`config.mk`:
```
export PLATFORM = sky130hd
export DESIGN_NAME = iob_ibex_axi_bridge
export DESIGN_NICKNAME = d
export VERILOG_FILES = /design/src/rtl/iob_ibex_axi_bridge.sv
export SDC_FILE = /design/constraint.sdc
export NUM_CORES = 1
export LEC_CHECK = 0
export ABC_AREA = 1
export CAP_MARGIN = 0
export CELL_PAD_IN_SITES_DETAIL_PLACEMENT = 0
export CELL_PAD_IN_SITES_GLOBAL_PLACEMENT = 1
export CORE_MARGIN = 2
export CORE_UTILIZATION = 28
export CTS_BUF_LIST = sky130_fd_sc_hd__clkbuf_8 sky130_fd_sc_hd__clkbuf_16
export DETAILED_ROUTE_END_ITERATION = 10
export PLACE_DENSITY_LB_ADDON = 0.1
export RECOVER_POWER = 100
export SLEW_MARGIN = 10
export SYNTH_ARGS = -nofsm -noshare
export SYNTH_HDL_FRONTEND = slang
export SYNTH_SLANG_ARGS = --single-unit
```
`constraint.sdc`:
```
create_clock -name clk_i -period 5.32 [get_ports clk_i]
set_input_delay 0.532 -clock clk_i [delete_from_list [all_inputs] [get_ports clk_i]]
set_output_delay 0.532 -clock clk_i [all_outputs]
set_load 0.01 [all_outputs]
```
`src/rtl/iob_ibex_axi_bridge.sv`:
```
// Ibex req/gnt to single-beat AXI4 manager bridge; optional response watchdog via IOB_IBEX_AXI_TIMEOUT_EN.
// One transaction in flight, rvalid at least 3 cycles after grant; each AXI channel holds valid until ready.
module iob_ibex_axi_bridge #(
  parameter int                     AXI_ID_W   = 1,
  parameter int                     AXI_ADDR_W = 32,
  parameter int                     AXI_DATA_W = 32,
  parameter int                     AXI_LEN_W  = 8,
  parameter logic [AXI_ID_W-1:0]    ID_VAL     = '0,
  parameter int                     TIMEOUT_W  = 16
) (
  input  logic                      clk_i,
  input  logic                      cke_i,
  input  logic                      arst_i,
  input  logic                      ibex_req_i,
  input  logic                      ibex_we_i,
  input  logic [3:0]                ibex_be_i,
  input  logic [31:0]               ibex_addr_i,
  input  logic [31:0]               ibex_wdata_i,
  output logic                      ibex_gnt_o,
  output logic                      ibex_rvalid_o,
  output logic [31:0]               ibex_rdata_o,
  output logic                      ibex_err_o,
  output logic                      awvalid_o,
  input  logic                      awready_i,
  output logic [AXI_ADDR_W-1:0]     awaddr_o,
  output logic [AXI_ID_W-1:0]       awid_o,
  output logic [AXI_LEN_W-1:0]      awlen_o,
  output logic [2:0]                awsize_o,
  output logic [1:0]                awburst_o,
  output logic [2:0]                awprot_o,
  output logic                      awlock_o,
  output logic [3:0]                awcache_o,
  output logic [3:0]                awqos_o,
  output logic                      wvalid_o,
  input  logic                      wready_i,
  output logic [AXI_DATA_W-1:0]     wdata_o,
  output logic [AXI_DATA_W/8-1:0]   wstrb_o,
  output logic                      wlast_o,
  input  logic                      bvalid_i,
  output logic                      bready_o,
  input  logic [1:0]                bresp_i,
  input  logic [AXI_ID_W-1:0]       bid_i,
  output logic                      arvalid_o,
  input  logic                      arready_i,
  output logic [AXI_ADDR_W-1:0]     araddr_o,
  output logic [AXI_ID_W-1:0]       arid_o,
  output logic [AXI_LEN_W-1:0]      arlen_o,
  output logic [2:0]                arsize_o,
  output logic [1:0]                arburst_o,
  output logic [2:0]                arprot_o,
  output logic                      arlock_o,
  output logic [3:0]                arcache_o,
  output logic [3:0]                arqos_o,
  input  logic                      rvalid_i,
  output logic                      rready_o,
  input  logic [AXI_DATA_W-1:0]     rdata_i,
  input  logic [1:0]                rresp_i,
  input  logic [AXI_ID_W-1:0]       rid_i,
  input  logic                      rlast_i
);

  localparam int          NLANES    = AXI_DATA_W / 32;
  localparam int          STRB_W    = AXI_DATA_W / 8;
  localparam logic [31:0] LANE_MASK = 32'(NLANES - 1);

`ifdef IOB_IBEX_AXI_TIMEOUT_EN
  typedef enum logic [2:0] {
    S_IDLE, S_WR, S_WR_RESP, S_RD_ADDR, S_RD_DATA, S_RESP, S_DRAIN
  } state_t;
`else
  typedef enum logic [2:0] {
    S_IDLE, S_WR, S_WR_RESP, S_RD_ADDR, S_RD_DATA, S_RESP
  } state_t;
  localparam int unused_timeout_w = TIMEOUT_W;
`endif

  state_t                  state_q, state_d;
  logic [AXI_ADDR_W-1:0]   addr_q, addr_d;
  logic [AXI_DATA_W-1:0]   wdata_q, wdata_d;
  logic [STRB_W-1:0]       wstrb_q, wstrb_d;
  logic                    aw_done_q, aw_done_d;
  logic                    w_done_q, w_done_d;
  logic                    err_q, err_d;
  logic [31:0]             rdata_q, rdata_d;
`ifdef IOB_IBEX_AXI_TIMEOUT_EN
  logic [TIMEOUT_W-1:0]    cnt_q, cnt_d;
  logic                    we_q, we_d;
  logic                    to_q, to_d;
`endif

  logic [31:0]             lane_in, lane_cur;
  logic [AXI_DATA_W-1:0]   rd_lane;
  logic                    gnt;
  logic                    rvalid;
  logic                    unused_sig;

  // Lane index is the word offset within one AXI data beat.
  assign lane_in  = {2'b00, ibex_addr_i[31:2]} & LANE_MASK;
  assign lane_cur = {2'b00, addr_q[31:2]} & LANE_MASK;
  assign rd_lane  = rdata_i >> (lane_cur * 32);
  assign gnt      = (state_q == S_IDLE) && ibex_req_i && cke_i;

  assign unused_sig = ^{ibex_addr_i[1:0], bid_i, rid_i, rlast_i, rd_lane};

  assign ibex_gnt_o    = gnt;
  assign ibex_rvalid_o = rvalid && cke_i;
  assign ibex_rdata_o  = rdata_q;
  assign ibex_err_o    = err_q;

  assign awaddr_o  = addr_q;
  assign araddr_o  = addr_q;
  assign wdata_o   = wdata_q;
  assign wstrb_o   = wstrb_q;
  assign wlast_o   = 1'b1;
  assign awid_o    = ID_VAL;
  assign arid_o    = ID_VAL;
  assign awlen_o   = '0;
  assign arlen_o   = '0;
  assign awsize_o  = 3'b010;
  assign arsize_o  = 3'b010;
  assign awburst_o = 2'b01;
  assign arburst_o = 2'b01;
  assign awprot_o  = 3'b000;
  assign arprot_o  = 3'b000;
  assign awlock_o  = 1'b0;
  assign arlock_o  = 1'b0;
  assign awcache_o = 4'b0011;
  assign arcache_o = 4'b0011;
  assign awqos_o   = 4'b0000;
  assign arqos_o   = 4'b0000;

  always_comb begin
    state_d   = state_q;
    addr_d    = addr_q;
    wdata_d   = wdata_q;
    wstrb_d   = wstrb_q;
    aw_done_d = aw_done_q;
    w_done_d  = w_done_q;
    err_d     = err_q;
    rdata_d   = rdata_q;
`ifdef IOB_IBEX_AXI_TIMEOUT_EN
    cnt_d     = cnt_q;
    we_d      = we_q;
    to_d      = to_q;
`endif
    awvalid_o = 1'b0;
    wvalid_o  = 1'b0;
    arvalid_o = 1'b0;
    bready_o  = 1'b0;
    rready_o  = 1'b0;
    rvalid    = 1'b0;

    case (state_q)
      S_IDLE: begin
        if (gnt) begin
          addr_d    = AXI_ADDR_W'({ibex_addr_i[31:2], 2'b00});
          aw_done_d = 1'b0;
          w_done_d  = 1'b0;
`ifdef IOB_IBEX_AXI_TIMEOUT_EN
          we_d      = ibex_we_i;
`endif
          if (ibex_we_i) begin
            wdata_d = {NLANES{ibex_wdata_i}};
            wstrb_d = STRB_W'(ibex_be_i) << (lane_in * 4);
            state_d = S_WR;
          end else begin
            state_d = S_RD_ADDR;
          end
        end
      end

      S_WR: begin
        awvalid_o = !aw_done_q;
        wvalid_o  = !w_done_q;
        aw_done_d = aw_done_q || awready_i;
        w_done_d  = w_done_q || wready_i;
        if (aw_done_d && w_done_d) begin
          state_d = S_WR_RESP;
`ifdef IOB_IBEX_AXI_TIMEOUT_EN
          cnt_d   = '0;
`endif
        end
      end

      S_WR_RESP: begin
        bready_o = 1'b1;
        if (bvalid_i) begin
          err_d   = (bresp_i != 2'b00);
          state_d = S_RESP;
        end
`ifdef IOB_IBEX_AXI_TIMEOUT_EN
        else if (&cnt_q) begin
          err_d   = 1'b1;
          rdata_d = '0;
          to_d    = 1'b1;
          state_d = S_RESP;
        end else begin
          cnt_d = cnt_q + TIMEOUT_W'(1);
        end
`endif
      end

      S_RD_ADDR: begin
        arvalid_o = 1'b1;
        if (arready_i) begin
          state_d = S_RD_DATA;
`ifdef IOB_IBEX_AXI_TIMEOUT_EN
          cnt_d   = '0;
`endif
        end
      end

      S_RD_DATA: begin
        rready_o = 1'b1;
        if (rvalid_i) begin
          rdata_d = rd_lane[31:0];
          err_d   = (rresp_i != 2'b00);
          state_d = S_RESP;
        end
`ifdef IOB_IBEX_AXI_TIMEOUT_EN
        else if (&cnt_q) begin
          err_d   = 1'b1;
          rdata_d = '0;
          to_d    = 1'b1;
          state_d = S_RESP;
        end else begin
          cnt_d = cnt_q + TIMEOUT_W'(1);
        end
`endif
      end

      S_RESP: begin
        rvalid  = 1'b1;
`ifdef IOB_IBEX_AXI_TIMEOUT_EN
        state_d = to_q ? S_DRAIN : S_IDLE;
`else
        state_d = S_IDLE;
`endif
      end

`ifdef IOB_IBEX_AXI_TIMEOUT_EN
      // The late response still has to be consumed so the interconnect stays in sync.
      S_DRAIN: begin
        bready_o = we_q;
        rready_o = !we_q;
        if (we_q ? bvalid_i : rvalid_i) begin
          to_d    = 1'b0;
          state_d = S_IDLE;
        end
      end
`endif

      default: state_d = S_IDLE;
    endcase
  end

  always_ff @(posedge clk_i or posedge arst_i) begin
    if (arst_i) begin
      state_q   <= S_IDLE;
      addr_q    <= '0;
      wdata_q   <= '0;
      wstrb_q   <= '0;
      aw_done_q <= 1'b0;
      w_done_q  <= 1'b0;
      err_q     <= 1'b0;
      rdata_q   <= '0;
`ifdef IOB_IBEX_AXI_TIMEOUT_EN
      cnt_q     <= '0;
      we_q      <= 1'b0;
      to_q      <= 1'b0;
`endif
    end else if (cke_i) begin
      state_q   <= state_d;
      addr_q    <= addr_d;
      wdata_q   <= wdata_d;
      wstrb_q   <= wstrb_d;
      aw_done_q <= aw_done_d;
      w_done_q  <= w_done_d;
      err_q     <= err_d;
      rdata_q   <= rdata_d;
`ifdef IOB_IBEX_AXI_TIMEOUT_EN
      cnt_q     <= cnt_d;
      we_q      <= we_d;
      to_q      <= to_d;
`endif
    end
  end

endmodule

```
==> results of run 1 <==
## flip-flops by register name, indices dropped and copies added, names as in the netlist
name	cells
araddr_o	30
aw_done_q	1
ibex_err_o	1
ibex_rdata_o	32
state_q	3
w_done_q	1
wdata_o	32
wstrb_o	4
## power groups by stage
stage                     logic, µW  registers [µW]  clock network, µW
after CTS                      1930            1410                758
after floorplan                 800            1550                  0
final                          1670            1380                727
after global placement         1910            1400                  0
after global routing           1830            1440                794
after detailed placement       1920            1420                  0
## routing by layer
layer / vias to the layer above / wire length, µm / track usage (%)
met2: 190 / 6620 / 23.5
met4: 0 / 282 / 5.64
met1: 1931 / 6070 / 18.2
met3: 15 / 1310 / 5.04
li1: 2038 / - / -
met5: - / 0 / 0
## logic make-up after synthesis
family,Yosys count,synth area share (%)
AOI/OAI and AO/OA,41,5.80
and+or+nand+nor,274,22.3
DFF,104,51.1
buffers and inverters,160,20.6
other,2,0.147
## how the worst max path moves through the flow
| stage | startpoint | end | cells after the start |
|---|---|---|---|
| after CTS | cke_i | ibex_gnt_o | 4 |
| after global placement | cke_i | ibex_gnt_o | 4 |
| after floorplan | arst_i | araddr_o[10] | 1 |
| final | cke_i | ibex_gnt_o | 4 |
| after global routing | arst_i | wdata_o[20] | 3 |
| after detailed placement | cke_i | ibex_gnt_o | 4 |
## synthesized netlist by cell type, drive strengths merged
library cell,number
clkbuf,6
buf,107
o21a,1
nor3,1
a21boi,2
a21oi,2
nand2,216
o21ai,36
nand4,2
inv,47
nand3,44
nor2,11
dfrtp,104
conb,2
## critical path, delay by kind of cell
family / cells / cell delay [ps]
buf+inv: 3 / 2560
simple gates: 1 / 410
## metrics by stage
| step | setup WS [ps] | hold slack [ps] | instances | power [µW] | util (%) |
|---|---|---|---|---|---|
| final | 1270 | 469 | 1020 | 3780 | 41.5 |
| after global routing | 1060 | 491 | 1019 | 4070 | 41.5 |
| after CTS | 1910 | 477 | 1018 | 4100 | 42.1 |
| after detailed placement | 1910 | 459 | 1002 | 3340 | 40.3 |
| after global placement | 1930 | 453 | 1002 | 3320 | 40.3 |
| after floorplan | 2060 | 475 | 636 | 2350 | - |
## final cells by class
class	count	area [µm²]	area share, %
Tap cell	229	287	3.86
Inverter	47	179	2.41
Antenna cell	2	5.00	0.0674
Multi-Input combinational cell	372	1540	20.7
Clock inverter	6	83.8	1.13
Sequential cell	104	2600	35.1
Timing Repair Buffer	250	2490	33.6
Clock buffer	10	239	3.22
## layout by cell type, fill, tap and decap left out, types with 9 or more instances in the layout
cell type and count:
clkbuf_16 9, conb_1 57, inv_1 45, nor2_1 10
nand2_1 215, clkdlybuf4s50_1 110, dlygate4sd3_1 137, nand3_1 44
dfrtp_1 104, o21ai_0 35
==> reports/qor.txt, run 1 <==
Outcome: complete, but fails checks
Failing checks: capacitance limit, slew limit
Die width: 139 µm
Leak Pwr: 0.00384 µW
Slew Limit Fails: 118
Worst Tran Pin Value: 2400 ps
Number of synthesis warnings: 0
Starting DRT DRC Count: 131
Syn Std Cell Area: 5090 µm²
Slowest CP cell: clkinvlp_2
Worst hold endpoint: wdata_o[6]
CP dominant cell by count: dlygate4sd3_1
Max H-tree Level: 3
Die Area: 19300 µm²
Reg-to-reg critical path endpoint: wdata_o[1]
Register area share after synthesis: 51.1%
Clock power frac: 19.2%
Placed cell area: 7210 µm²
Largest net degree at the start of global routing: 65
Endpoints failing hold: 0
Setup-failing EPs final: 0
Post-CTS setup buffers: 0
R2R Path Start: state_q[1]
Reg2Reg Setup Slack: 1630 ps
Setup TNS: 0 ps
Max incr delay on CP: 950 ps
Vias per cell: 4.09
Cell row count: 49
Design area: 7420 µm²
CTS clk-pin slew, worst paths: 70 ps
Clock Tree Root: clkbuf_16
I/O pins: 310
Worst r2r path cells: 6
Seq cells post-synth: 104
CTS Buffer Depth: 2
Post_cts resized: 0
Leading post-synthesis cells by cell area: dfrtp_1 (51%), nand2_1 (16%), buf_4 (13%)
Syn Inst Count: 581
Antenna-violating nets left: 0
Power Internal: 2440 µW
Vias in the first global route: 4042
Routed wire length: 14300 µm
Net Sw Frac: 35.4%
Final nets: 901
Initial Util: 28.4%
DRC violations left: 0
WL/cell: 14.0 µm
Synth top area share: 51.1%
Worst-path cell chain: dlygate4sd3_1, nand4_4, clkinvlp_2, dlygate4sd3_1
Combinational power share: 44.2%
Core area: 17900 µm²
Chip height: 139 µm
Sequential share of power: 36.6%
Power density over the cells: 509 nW/µm²
WP data required: 4790 ps
Worst hold path depth: 2
Switching pwr: 1340 µW
Grt ovf: 0
Hold_sp: wdata_o[6]
Hold WC Path Type: flip-flop to flip-flop
Fmax: 247 MHz
Arr. time, crit path: 3510 ps
First-pass GRT wire length: 22400 µm
TritonRoute pass-1 iters: 4
Syn avg cell area: 8.76 µm²
CTS Hold Bufs: 0
Clk_lat worst skew: 350 ps
Gp weighted congestion: 0.751
Worst Skew: 5.96 ps
Area grow syn2layout: 45.8%
Area leader, netlist: dfrtp_1
Setup crit start kind: input pin
RSZ-0062 raised after global routing: no
Layout cells sized above 1: 3.04%
Synth cell types: 26
CTS buffer count: 9
Critical path fanouts, max: 31
Minimum clock period: 4050 ps
Crit end category: output port
Via count: 4174
Filler cell count in the final layout: 1855
Max transition margin: -61.1%
WS Path Type: input pin to output port
GR Util All Layers: 14.6%
Initial antenna violation count: 1
Post-DP HPWL: 10300 µm
VDD IR-drop max: 0.213 mV
Crit share post-route: 76.0%
Max cap viols: 2
Clock Sinks: 104
PortBufs: 247
TritonCTS clock tree: built
Power figures use the tool's default switching activity.
==> inputs of run 2 (changes only) <==
--- a/config.mk
+++ b/config.mk
@@ -10,7 +10,7 @@
 export CELL_PAD_IN_SITES_DETAIL_PLACEMENT = 0
 export CELL_PAD_IN_SITES_GLOBAL_PLACEMENT = 1
 export CORE_MARGIN = 2
-export CORE_UTILIZATION = 28
+export CORE_UTILIZATION = 26
 export CTS_BUF_LIST = sky130_fd_sc_hd__clkbuf_8 sky130_fd_sc_hd__clkbuf_16
 export DETAILED_ROUTE_END_ITERATION = 10
 export PLACE_DENSITY_LB_ADDON = 0.1
==> constraint.sdc (replaced) <==
create_clock -name clk_i -period 3.95 [get_ports clk_i]
set_input_delay 0.395 -clock clk_i [delete_from_list [all_inputs] [get_ports clk_i]]
set_output_delay 0.395 -clock clk_i [all_outputs]
set_load 0.01 [all_outputs]
==> reports/qor.txt, run 2 (synthesis results as in run 1) <==
Outcome: complete, no violations
Critical path fanouts, max: 31 (unchanged)
CTS buffer count: 9 (unchanged)
Combinational power share: 44.7% (+0.5 points)
Post-DP HPWL: 9930 µm (-3.3%)
Arr. time, crit path: 2890 ps (-620 ps)
Clock Tree Root: clkbuf_16
Post_cts resized: 0 (unchanged)
Die width: 144 µm (+3.7%)
Setup TNS: 0 ps (unchanged)
Diode count: 0 (-2)
Crit end category: output port
Vias in the first global route: 3992 (-1.2%)
Slowest CP cell: dlygate4sd3_1
GR Util All Layers: 13.2% (-1.5 points)
Sequential share of power: 37.1% (+0.5 points)
Net Sw Frac: 36.0% (+0.56 points)
Setup crit start kind: flip-flop
Non-filler cells, final: 1053 (+3.2%)
Fmax: 305 MHz
Multi-input gate area: 1550 µm² (+1.1%)
Largest net degree at the start of global routing: 105 (+62%)
First-pass GRT wire length: 21300 µm (-4.9%)
Final nets: 900 (-0.11%)
WS Path Type: flip-flop to output port
Filler cell count in the final layout: 2000 (+7.8%)
Endpoints failing hold: 0 (unchanged)
Max H-tree Level: 3 (unchanged)
Worst-path cell chain: nor2_1, nand4_4, clkinvlp_2, dlygate4sd3_1
Max transition margin: 27.5% (+89 points)
WL/cell: 13.2 µm (-5.7%)
Leak Pwr: 0.00385 µW (+0.24%)
I/O pins: 310 (unchanged)
Vias per cell: 3.91 (-4.4%)
Crit share post-route: 83.1%
RSZ-0062 raised after global routing: no
Power density over the cells: 672 nW/µm² (+32%)
Worst Tran Pin Value: 1090 ps (-1320 ps)
Gp weighted congestion: 0.744 (-0.92%)
Cell row count: 51 (+4.1%)
Worst Skew: 10.5 ps (+4.55 ps)
Starting DRT DRC Count: 147 (+12%)
Die Area: 20700 µm² (+7.5%)
Clock Sinks: 104 (unchanged)
Minimum clock period: 3280 ps
Routed wire length: 13900 µm (-2.6%)
Most common cell after layout, fill and taps aside: nand2_1
Via count: 4118 (-1.3%)
Overall power: 5010 µW (+33%)
Critical path buffers and inverters: 2 (-1)
Clock power frac: 18.2% (-1.0 points)
Fin util: 38.6% (-2.9 points)
Clk_lat worst skew: 350 ps (about the same)
Power Internal: 3210 µW (+32%)
Initial antenna violation count: 0 (-1)
Placed insts: 1037 (+3.5%)
Area grow syn2layout: 46.4%
Max incr delay on CP: 670 ps (-280 ps)
Hold WC Path Type: flip-flop to flip-flop
Top delay family on crit path: buffers and inverters
Initial Util: 26.3% (-2.1 points)
Core area: 19300 µm² (+8.0%)
Grt ovf: 0 (unchanged)
Switching pwr: 1800 µW (+35%)
Layout cells sized above 1: 3.30% (+0.26 points)
WP data required: 3560 ps (-1230 ps)
DRC violations left: 0 (unchanged)
CTS Hold Bufs: 0 (unchanged)
Antenna-violating nets left: 0 (unchanged)
TritonCTS clock tree: built
Post-CTS setup buffers: 0 (unchanged)
VDD IR-drop max: 0.234 mV (+9.8%)
Slew Limit Fails: 0 (-100%)
PortBufs: 247 (unchanged)
Max cap viols: 0 (-2)
CTS clk-pin slew, worst paths: 70 ps (about the same)
Chip height: 144 µm (+3.7%)
Register Area: 2600 µm² (unchanged)
Setup-failing EPs final: 0 (unchanged)
CTS Buffer Depth: 2 (unchanged)
Commonest non-fill, non-tap cells in the layout: nand2_1 (215), dlygate4sd3_1 (137), clkdlybuf4s50_1 (109), dfrtp_1 (104), conb_1 (57)
TritonRoute pass-1 iters: 5 (+1)
[run 2: cell types whose count changed in the layout (fill, tap and decap cells not counted), sizes merged, moves of 2 or more]
cell      before  now
clkinvlp       4    2
diode          2    0
clkinv         1    3
inv           46   48
clkbuf        11    9
[run 2: layer usage]
layer	up-vias	part of all wire [%]	global-route usage (%)
li1	2042	-	-
met1	1899	42	16.1
met2	167	47	21.1
met3	10	10	5.36
met4	0	1.2	4.33
met5	-	0	0
[run 2: worst paths after layout]
path	from	end	slack, ps	depth (start not counted)
worst max-delay path	state_q[0]	ibex_gnt_o	670	4
worst min-delay path	wdata_o[24]	wdata_o[24]	470	2
worst max register to register	state_q[0]	wstrb_o[1]	720	7
worst min register to register	wdata_o[24]	wdata_o[24]	470	2
max in group asynchronous	arst_i	araddr_o[13]	2810	3
min in group asynchronous	arst_i	ibex_rdata_o[19]	700	3
[run 2: power groups by stage]
| stage | combinational [µW] | clock, µW | sequential (µW) |
|---|---|---|---|
| 6_report | 2240 | 912 | 1860 |
| 3_5_place_dp | 2580 | 0 | 1920 |
| 3_3_place_gp | 2560 | 0 | 1900 |
| 2_1_floorplan | 1080 | 0 | 2080 |
| 4_1_cts | 2590 | 963 | 1910 |
| 5_1_grt | 2490 | 1000 | 1950 |
[run 2: per-stage QoR]
stage                     worst slack (ps)  area, µm²  hold slack [ps]
after floorplan                        823       5300              475
after global placement                 688       7260              456
after detailed placement               618       7260              458
after CTS                             1010       7550              477
after global routing                   413       7460              495
final                                  668       7460              470
[run 2: layout make-up]
type	instances	area share, %
repair buffers	249	33.5
flip-flops and latches	104	34.9
well taps	265	4.45
multi-input cells	372	20.8
clock buffers	9	3.02
clock inverters	7	0.940
inverters	47	2.40
[run 2: worst register-to-register path, cell delays in order (launching register included)]
cell and delay (ps):
dfrtp_1 480, nor2_1 350, nand4_4 490, clkinvlp_2 560, buf_4 580, nand2_4 420
nand2_1 180, nand2_1 70
